--- config.mk ---
export PLATFORM = sky130hd
export DESIGN_NAME = word_byte_serializer
export DESIGN_NICKNAME = d
export VERILOG_FILES = /design/src/rtl/word_byte_serializer.sv
export SDC_FILE = /design/constraint.sdc
export NUM_CORES = 1
export LEC_CHECK = 0
export CAP_MARGIN = 15
export CORE_MARGIN = 5
export CORE_UTILIZATION = 40
export CTS_CLUSTER_DIAMETER = 60
export CTS_CLUSTER_SIZE = 8
export DETAILED_ROUTE_END_ITERATION = 8
export GPL_ROUTABILITY_DRIVEN = 0
export PLACE_DENSITY = 0.74
export REMOVE_ABC_BUFFERS = 1
export SLEW_MARGIN = 10
export SYNTH_ARGS = -nofsm -noshare
export SYNTH_HDL_FRONTEND = slang
export SYNTH_SLANG_ARGS = --single-unit
--- constraint.sdc ---
create_clock -name clk -period 5.7 [get_ports clk]
set_clock_uncertainty 0.15 [all_clocks]
set_input_delay 1.14 -clock clk [delete_from_list [all_inputs] [get_ports clk]]
set_output_delay 1.14 -clock clk [all_outputs]
set_load 0.02 [all_outputs]
--- src/rtl/word_byte_serializer.sv ---
// Serializes a 32-bit word into its enabled bytes on an 8-bit valid/ready stream.
// Optional out_last port is enabled by defining SER_LAST_EN.
module word_byte_serializer #(
  parameter int MSB_FIRST = 1,
  parameter int CNT_W     = 16
) (
  input  logic             clk,
  input  logic             rst_n,
  input  logic             in_valid,
  output logic             in_ready,
  input  logic [31:0]      in_data,
  input  logic [3:0]       in_be,
  output logic             out_valid,
  input  logic             out_ready,
  output logic [7:0]       out_data,
  output logic             busy,
  output logic             word_done,
  output logic [CNT_W-1:0] words_done
`ifdef SER_LAST_EN
  ,
  output logic             out_last
`endif
);

  // Handshakes on both sides: a transfer happens on a rising edge where valid && ready;
  // out_valid/out_data never change while out_valid && !out_ready.

  typedef enum logic { IDLE = 1'b0, SEND = 1'b1 } state_t;

  state_t      state, state_d;
  logic [31:0] hold, hold_d;
  logic [3:0]  mask, mask_d;
  logic [1:0]  done_cnt;
  logic [1:0]  sel;
  logic        fire, last_one, accept;

  function automatic logic [1:0] sel_lane(input logic [3:0] m);
    logic [1:0] s;
    s = 2'd0;
    for (int k = 0; k < 4; k++) begin
      if (MSB_FIRST != 0) begin
        if (m[k]) s = 2'(k);
      end else begin
        if (m[3-k]) s = 2'(3 - k);
      end
    end
    return s;
  endfunction

  assign sel       = sel_lane(mask);
  assign last_one  = (mask != 4'd0) && ((mask & (mask - 4'd1)) == 4'd0);
  assign fire      = (state == SEND) && out_ready;
  assign in_ready  = (state == IDLE) || (fire && last_one);
  assign accept    = in_valid && in_ready;
  assign out_valid = (state == SEND);
  assign busy      = (state == SEND);
  assign out_data  = (state == SEND) ? hold[{sel, 3'b000} +: 8] : 8'h00;
`ifdef SER_LAST_EN
  assign out_last  = (state == SEND) && last_one;
`endif

  always_comb begin
    state_d  = state;
    hold_d   = hold;
    mask_d   = mask;
    done_cnt = 2'd0;
    case (state)
      IDLE: begin
        if (accept) begin
          if (in_be != 4'd0) begin
            hold_d  = in_data;
            mask_d  = in_be;
            state_d = SEND;
          end else begin
            done_cnt = 2'd1;
          end
        end
      end
      SEND: begin
        if (fire) begin
          mask_d = mask & ~(4'b0001 << sel);
          if (last_one) begin
            done_cnt = 2'd1;
            state_d  = IDLE;
            // A word waiting at the producer is taken on the same edge: no bubble.
            if (accept) begin
              if (in_be != 4'd0) begin
                hold_d  = in_data;
                mask_d  = in_be;
                state_d = SEND;
              end else begin
                done_cnt = 2'd2;
              end
            end
          end
        end
      end
      default: state_d = IDLE;
    endcase
  end

  always_ff @(posedge clk or negedge rst_n) begin
    if (!rst_n) begin
      state      <= IDLE;
      hold       <= 32'd0;
      mask       <= 4'd0;
      word_done  <= 1'b0;
      words_done <= '0;
    end else begin
      state      <= state_d;
      hold       <= hold_d;
      mask       <= mask_d;
      word_done  <= (done_cnt != 2'd0);
      words_done <= words_done + CNT_W'(done_cnt);
    end
  end

endmodule
==> results.ini, run 1 <==
[synthesis]
yosysWarnings=0
syn_inst=368
ys_seq_area_share_pct=40.7
synthFlopType=dfrtp_1
synth-edff-count=0
netlist_area_sq_mm=0.00332
syn_avg_cell_area_sq_um=9.03
ys_ff_latch=54
synth_cell_types=37
async_flop_share_pct=100

[floorplan]
core_sq_mm=0.00818
io_pins=68
die_w_um=101
die_h_um=101
rows=33
start_util_pct=40.6
die_area_sq_mm=0.0102

[clock_tree]
h-tree-depth=2
numClockSinks=54
insertion_delay_ns=0.31
cts_resized=0
clockBufferDepth=2
cts_tree=yes
clock-root-buffer=clkbuf_8
hold_buffers=0
clk_pin_slew_ns=0.08
cts_buffers=5
post_cts_buffers=0

[timing]
setup_viol=0
final_hold_viol_count=0
tightest_slew_ns=0.803
relSlewSlack_pct=46.5
fin_crit_sh_pct=73.1
drv_slew=0
whs_ns=0.331
rsz0062_at_grt=no
clock.fmax_mhz=240
tns_ns=0
period_minus_slack_ns=4.17

[setup_path]
path_class=in2out
cp-end-kind=primary output
critPathLaunchType=input port
crit_arrival_ns=2.88
path_max_fanout=36
worstPathRequired_ns=4.41

[route]
drt_first_iter_violations=213
route.met2.wl_mm=4.24
wl_met3_um=485
wl_met1_mm=3.98
drt-wirelength-per-cell_um=17.1
wirelength_mm=8.84
antenna_left=0
drtPass1Iterations=4
vias=3104
remaining_drc_errors=0
top_layer=met4
via_per_inst=5.99

[power_and_ir_drop]
swShare_pct=44.9
clock_power_share_pct=12.0
total_power_uw=2140
combPwrFrac_pct=54.5
power_frac_seq_pct=33.5
p_per_area_mw_per_mm2=517
p_sw_uw=960
irDropWorstVdd_mv=0.314
internal-power_uw=1180
p_leak_uw=0.00148

[place]
dpl.hpwl_mm=5.65
portBuffers=67

[finish]
final_cell_mix=66 x clkdlybuf4s50_1, 53 x dfrtp_1, 40 x nand3_1
diodes=0
fin_util_pct=50.7
final_net_count=455
final_common_cell=clkdlybuf4s50_1
drive_above_1_share_pct=5.08
area_delta_synth_final_pct=24.6
fill_cells=769

[global_routing]
overflow=0
antenna_found_initial=0
grt_use_total_pct=17.9
grt_pass1_vias=3154
grt_max_degree=67
grt_pass1_wl_mm=15.1

[status]
status=completed

[job]
maxCapViolCount=0

[hold_path]
hp-class=reg2reg

## kinds of logic (layout without fill, tap and decap cells)
logic type	after synthesis	after routing	share of synthesized area [%]
multiplexers	17	17	5.12
AND/OR/NAND/NOR	143	143	25.3
buffers and inverters	48	93	6.21
flip-flops	54	54	40.7
XOR/XNOR	16	16	4.22
AO/OA/AOI/OAI	87	87	17.2
adder cells (fa/ha/maj)	3	3	1.36
## worst paths after layout
check / slack [ns] / endpoint / startpoint / depth (start not counted)
max in group asynchronous: 4.09 / busy / rst_n / 2
max: 1.53 / in_ready / out_ready / 5
min in group asynchronous: 0.80 / words_done[10] / rst_n / 2
min: 0.33 / words_done[15] / words_done[15] / 1
max reg2reg: 1.92 / words_done[12] / mask[3] / 7
min reg2reg: 0.33 / words_done[15] / words_done[15] / 1
## Yosys cell counts (8+ instances only)
library cell | instances | share of area (%)
a21oi_1 | 33 | 5.0
buf_2 | 15 | 2.3
clkbuf_1 | 19 | 2.1
dfrtp_1 | 54 | 41
inv_1 | 9 | 1.0
mux2i_1 | 17 | 5.1
nand2_1 | 15 | 1.7
nand3_1 | 40 | 6.0
nand4_1 | 34 | 6.4
nor2b_1 | 8 | 1.5
nor3b_1 | 33 | 7.5
o211ai_1 | 32 | 7.2
o21ai_1 | 12 | 1.8
xnor2_1 | 12 | 3.2
## layout make-up
class	instances	area, sq um	share of cell area, %
tap	105	131	3.17
clock inverter	1	30.0	0.725
clock buffer	7	76.3	1.84
timing repair buffer	75	726	17.5
sequential	54	1350	32.7
inverter	10	37.5	0.906
multi-input combinational	266	1790	43.2
## power groups by stage
stage	Combinational, uW	Clock, uW	Sequential, uW
3_3_place_gp	1140	0	716
4_1_cts	1170	264	716
5_1_grt	1280	281	741
6_report	1170	256	717
2_1_floorplan	691	0	718
3_5_place_dp	1170	0	725
## worst max-delay path, stage by stage
cell and delay [ns]:
clkdlybuf4s50_1 0.45, buf_4 0.36, inv_1 0.10, o21ai_1 0.18, clkdlybuf4s50_1 0.64
## sequential cells by signal, summed over array words and instances (netlist names)
name        flops
word_done       1
busy            1
mask            4
hold           32
words_done     16
## metrics by stage
| stage | instances | instance area [sq um] | worst slack [ns] |
|---|---|---|---|
| after global placement | 510 | 4040 | 1.54 |
| final | 518 | 4140 | 1.53 |
| after CTS | 518 | 4140 | 1.53 |
| after global routing | 518 | 4140 | 1.42 |
| after floorplan | 330 | 3150 | 0.742 |
| after detailed placement | 510 | 4040 | 1.46 |
## per-layer routing
layer / global-route usage, % / vias to the layer above
met5: 0 / -
met4: 6.03 / 0
met3: 2.82 / 11
met2: 28.6 / 115
met1: 24.8 / 1516
li1: - / 1462
Note: power is estimated with default switching activity, not from simulation.
==> run 2, diff against run 1 <==
==> constraint.sdc (replaced) <==
create_clock -name clk -period 4.2 [get_ports clk]
set_clock_uncertainty 0.15 [all_clocks]
set_input_delay 0.84 -clock clk [delete_from_list [all_inputs] [get_ports clk]]
set_output_delay 0.84 -clock clk [all_outputs]
set_load 0.02 [all_outputs]
==> run 2 against run 1 <==
Compared with the run above: register-to-register slack worse by 1.3 ns; total power is 35% higher; via count is 0.64% higher; die area stayed put; first-iteration DRC count is 27% higher; worst setup slack worse by 0.95 ns; critical endpoint is now words_done[12]; sequential power is 31% higher.
==> results.ini, run 2 (synthesis results as in run 1) <==
[floorplan]
die_area_sq_mm=0.0102  ; unchanged
io_pins=68  ; unchanged
die_h_um=101  ; unchanged
start_util_pct=40.6  ; unchanged
die_w_um=101  ; unchanged
rows=33  ; unchanged
core_sq_mm=0.00818  ; unchanged

[clock_tree]
h-tree-depth=2  ; unchanged
clockBufferDepth=2  ; unchanged
cts_tree=yes
insertion_delay_ns=0.31  ; about the same
cts_resized=0  ; unchanged
clk_pin_slew_ns=0.09  ; about the same
numClockSinks=54  ; unchanged
clock-root-buffer=clkbuf_8
cts_buffers=5  ; unchanged
hold_buffers=0  ; unchanged
post_cts_buffers=0  ; unchanged

[power_and_ir_drop]
clock_power_share_pct=10.5  ; -1.5 points
combPwrFrac_pct=57.0  ; +2.5 points
power_frac_seq_pct=32.4  ; -1.1 points
p_sw_uw=1320  ; +38%
p_per_area_mw_per_mm2=695  ; +34%
internal-power_uw=1570  ; +33%
swShare_pct=45.7  ; +0.83 points
p_leak_uw=0.00151  ; +1.7%
irDropWorstVdd_mv=0.401  ; +28%

[timing]
layout_setup_ws_ns=0.578  ; -0.954 ns
clock.fmax_mhz=276
final_hold_viol_count=0  ; unchanged
whs_ns=0.327  ; -0.00408 ns
tightest_slew_ns=0.751  ; -0.0518 ns
relSlewSlack_pct=49.9  ; +3.5 points
fin_crit_sh_pct=86.2
period_minus_slack_ns=3.62
drv_slew=0  ; unchanged
tns_ns=0  ; unchanged
rsz0062_at_grt=no
setup_viol=0  ; unchanged

[setup_path]
cp-end-kind=flop
worstPathRequired_ns=4.26  ; -0.15 ns
worstPathCellList=clkdlybuf4s50_1, nor4_1, nand2_1, or3_1, fa_1, nor4b_1, nand3_1, xnor2_1
path_max_fanout=4  ; -89%
path_class=in2reg
crit_arrival_ns=3.68  ; +0.80 ns
cp-startpoint=in_be[0]
critPathLaunchType=input port
slowest_delay_ns=0.60  ; -0.04 ns
reg2regPathDepth=7  ; unchanged
cp_slowest_cell=nor4b_1
ff2ff_setup_slack_ns=0.67  ; -1.25 ns
reg2reg_from=mask[1]
reg2reg_to=words_done[12]

[finish]
final_common_cell=clkdlybuf4s50_1
largest_reg_flops=32  ; unchanged
final_net_count=461  ; +1.3%
drive_above_1_share_pct=6.68  ; +1.6 points
final_area_sq_mm=0.00417  ; +0.73%
largestRegisters=hold (32), words_done (16), mask (4)
area_delta_synth_final_pct=25.5
diodes=0  ; unchanged
regMostFlops=hold
final_cell_mix=66 x clkdlybuf4s50_1, 53 x dfrtp_1, 40 x nand3_1

[hold_path]
hold_depth=1  ; unchanged
hp-class=reg2reg
min_to=words_done[15]
min_from=words_done[15]

[global_routing]
grt_pass1_wl_mm=14.6  ; -3.1%
busiest_layer=met2
use_met1_pct=26.0  ; +1.2 points
overflow=0  ; unchanged
grt_use_total_pct=17.7  ; -0.19 points
groute.layer.met2.usage_pct=27.3  ; -1.3 points
grt_max_degree=42  ; -37%
antenna_found_initial=0  ; unchanged
grt_pass1_vias=2918  ; -7.5%
use_met3_pct=2.27  ; -0.55 points

[job]
maxCapViolCount=0  ; unchanged

[route]
drt_first_iter_violations=271  ; +27%
drtPass1Iterations=4  ; unchanged
wirelength_mm=9.21  ; +4.2%
vias=3124  ; +0.64%
antenna_left=0  ; unchanged
drt-wirelength-per-cell_um=17.6  ; +3.0%
remaining_drc_errors=0  ; unchanged
via_per_inst=5.96  ; -0.51%

[place]
place_ws_ns=0.248  ; -1.21 ns
dpl.hpwl_mm=6.09  ; +7.8%
placed_area_sq_mm=0.00408  ; +1.1%
portBuffers=67  ; unchanged

[status]
status=completed

==> run 2: cell count changes in the layout (fill, tap and decap cells not counted) <==
cell | previous run | this run
buf_4 | 8 | 14
bufinv_16 | 1 | 0
clkbuf_1 | 2 | 1
clkbuf_8 | 5 | 6
clkinv_2 | 0 | 1
==> run 2: critical path, delay by kind of cell <==
kind                       cells  cell delay (ns)
and+or+nand+nor                5             1.69
buffers and inverters          1             0.50
adders and majority gates      1             0.49
xor gates and xnor gates       1             0.15
==> run 2: layer usage <==
layer  vias up  routed length (um)
met2       103                4370
met1      1535                4250
met3         9                 478
li1       1477                   -
met4         0                 103
met5         -                   0
==> run 2: area by class of cell <==
class,count,area [sq um]
fill,756,4000
multi-input combinational,266,1790
sequential,54,1350
timing repair buffer,81,771
tap,105,131
clock buffer,7,86.3
inverter,10,37.5
clock inverter,1,5.00
==> run 2: power groups by stage <==
stage	sequential, uW	clock (uW)	combinational, uW
after CTS	937	308	1650
after global placement	934	0	1620
after floorplan	974	0	938
after global routing	972	334	1800
after detailed placement	949	0	1650
final	941	306	1650
==> run 2: worst max path at each step <==
stage	slack, ns	cells after the start	endpoint
6_report	0.58	8	words_done[12]
5_1_grt	0.43	8	words_done[12]
4_1_cts	0.57	8	words_done[12]
3_5_place_dp	0.25	8	words_done[12]
3_3_place_gp	0.38	8	words_done[12]
2_1_floorplan	-0.46	4	mask[0]
==> run 2: metrics by stage <==
stage | power, uW | cells | util [%]
after floorplan | 1910 | 330 | -
after global routing | 3110 | 524 | 51.0
final | 2900 | 524 | 51.0
after detailed placement | 2600 | 516 | 49.9
after global placement | 2560 | 516 | 49.9
after CTS | 2900 | 524 | 51.0
==> run 3, diff against run 2 <==
==> constraint.sdc (replaced) <==
create_clock -name clk -period 3.8 [get_ports clk]
set_clock_uncertainty 0.15 [all_clocks]
set_input_delay 0.76 -clock clk [delete_from_list [all_inputs] [get_ports clk]]
set_output_delay 0.76 -clock clk [all_outputs]
set_load 0.02 [all_outputs]
==> run 3 against run 2 <==
Compared with the run above: critical endpoint unchanged; worst setup slack got worse by 0.23 ns; critical path type unchanged; largest power group unchanged; count of clock-buffer cells in the layout did not move; non-clock buffer count is 3 higher; critical path depth did not move; worst hold slack about the same.
==> results.ini, run 3 (synthesis results as in run 1) <==
[finish]
final_cell_mix=66 x clkdlybuf4s50_1, 53 x dfrtp_1, 40 x nand3_1
final_net_count=464  ; +0.65%
stdcell_count=527  ; +0.57%
fill_cells=745  ; -1.5%
largest_reg_flops=32  ; unchanged
regMostFlops=hold
drive_above_1_share_pct=7.35  ; +0.66 points
largestRegisters=hold (32), words_done (16), mask (4)
final_common_cell=clkdlybuf4s50_1
seq_area_sq_mm=0.00135  ; unchanged
final_area_sq_mm=0.00421  ; +0.84%
diodes=0  ; unchanged
multi_input_area_sq_mm=0.00179  ; unchanged
area_delta_synth_final_pct=26.6

[setup_path]
crit_arrival_ns=3.50  ; -0.18 ns
cp-end-kind=flop
path_max_fanout=4  ; unchanged
cp-startpoint=in_be[2]
path_class=in2reg
worstPathRequired_ns=3.85  ; -0.41 ns
critPathLaunchType=input port
reg2reg_to=words_done[12]
ff2ff_setup_slack_ns=0.50  ; -0.17 ns
reg2regPathDepth=10  ; +3
reg2reg_from=mask[3]

[route]
drt_first_iter_violations=260  ; -4.1%
drt-wirelength-per-cell_um=17.6  ; +0.24%
remaining_drc_errors=0  ; unchanged
vias=3155  ; +0.99%
antenna_left=0  ; unchanged
wirelength_mm=9.28  ; +0.81%
via_per_inst=5.99  ; +0.42%
drtPass1Iterations=4  ; unchanged

[clock_tree]
cts_tree=yes
clk_pin_slew_ns=0.09  ; about the same
h-tree-depth=2  ; unchanged
insertion_delay_ns=0.31  ; about the same
numClockSinks=54  ; unchanged
hold_buffers=0  ; unchanged
post_cts_buffers=0  ; unchanged
clockBufferDepth=2  ; unchanged
clock-root-buffer=clkbuf_8
cts_resized=0  ; unchanged
cts_buffers=5  ; unchanged

[timing]
clock.fmax_mhz=290
tns_ns=0  ; unchanged
layout_setup_ws_ns=0.351  ; -0.227 ns
drv_slew=0  ; unchanged
final_hold_viol_count=0  ; unchanged
setup_viol=0  ; unchanged
whs_ns=0.327  ; -0.000162 ns
rsz0062_at_grt=no
fin_crit_sh_pct=90.8
period_minus_slack_ns=3.45
tightest_slew_ns=0.915  ; +0.164 ns
relSlewSlack_pct=39.0  ; -11 points

[floorplan]
die_area_sq_mm=0.0102  ; unchanged
io_pins=68  ; unchanged
die_w_um=101  ; unchanged
die_h_um=101  ; unchanged
rows=33  ; unchanged
start_util_pct=40.6  ; unchanged
core_sq_mm=0.00818  ; unchanged

[power_and_ir_drop]
internal-power_uw=1750  ; +11%
combPwrFrac_pct=57.5  ; +0.5 points
p_per_area_mw_per_mm2=761  ; +9.5%
irDropWorstVdd_mv=0.413  ; +3.0%
p_leak_uw=0.00153  ; +1.3%
power_frac_seq_pct=32.0  ; -0.4 points
p_sw_uw=1450  ; +9.7%
swShare_pct=45.4  ; -0.30 points
clock_power_share_pct=10.5  ; about the same

[hold_path]
hp-class=reg2reg
hold_depth=1  ; unchanged
min_from=words_done[15]
min_to=words_done[15]

[global_routing]
grt_use_total_pct=18.4  ; +0.74 points
grt_pass1_wl_mm=15.4  ; +5.0%
overflow=0  ; unchanged
antenna_found_initial=0  ; unchanged
grt_max_degree=67  ; +60%
grt_pass1_vias=3211  ; +10%

[place]
dp_cells=519  ; +0.58%
portBuffers=67  ; unchanged
place_ws_ns=0.0840  ; -0.164 ns
dpl.hpwl_mm=6.14  ; +0.73%
placed_area_sq_mm=0.00412  ; +0.86%

[job]
maxCapViolCount=0  ; unchanged

[status]
status=completed

## run 3: power groups by stage
| stage | registers [uW] | clock network, uW | logic, uW |
|---|---|---|---|
| finish | 1020 | 337 | 1840 |
| global route | 1060 | 369 | 2010 |
| CTS | 1020 | 347 | 1840 |
| detailed placement | 1030 | 0 | 1840 |
| global placement | 1020 | 0 | 1800 |
| floorplan | 1080 | 0 | 1040 |
## run 3: worst max-delay path, stage by stage
cell	delay [ns]
clkdlybuf4s50_1	0.51
nor4_1	0.23
nand2_1	0.16
or3_1	0.45
fa_1	0.48
nor4b_1	0.59
nand3_1	0.17
xnor2_1	0.15
## run 3: final cells by class
type / instances / share of cell area [%]
inverters: 10 / 0.892
multi-input cells: 266 / 42.5
flip-flops and latches: 54 / 32.2
repair buffers: 84 / 19.2
clock buffers: 7 / 2.05
clock inverters: 1 / 0.119
well taps: 105 / 3.12
## run 3: worst max path at each step
stage / end / slack (ns) / depth (start not counted)
after floorplan: mask[0] / -0.78 / 4
after global placement: words_done[12] / 0.15 / 8
after detailed placement: words_done[10] / 0.08 / 8
after CTS: words_done[10] / 0.40 / 8
after global routing: words_done[12] / 0.20 / 8
final: words_done[12] / 0.35 / 8
## run 3: metrics by stage
stage | total power (uW) | util [%]
2_1_floorplan | 2110 | -
3_3_place_gp | 2820 | 50.3
3_5_place_dp | 2870 | 50.3
4_1_cts | 3210 | 51.5
5_1_grt | 3440 | 51.5
6_report | 3200 | 51.5
## run 3: layer usage
metal | part of all wire (%) | track usage (%) | vias to the layer above
met1 | 44 | 24.5 | 1541
li1 | - | - | 1473
met5 | 0 | 0 | -
met4 | 1.4 | 6.13 | 0
met2 | 48 | 30.6 | 130
met3 | 6.7 | 3.10 | 11
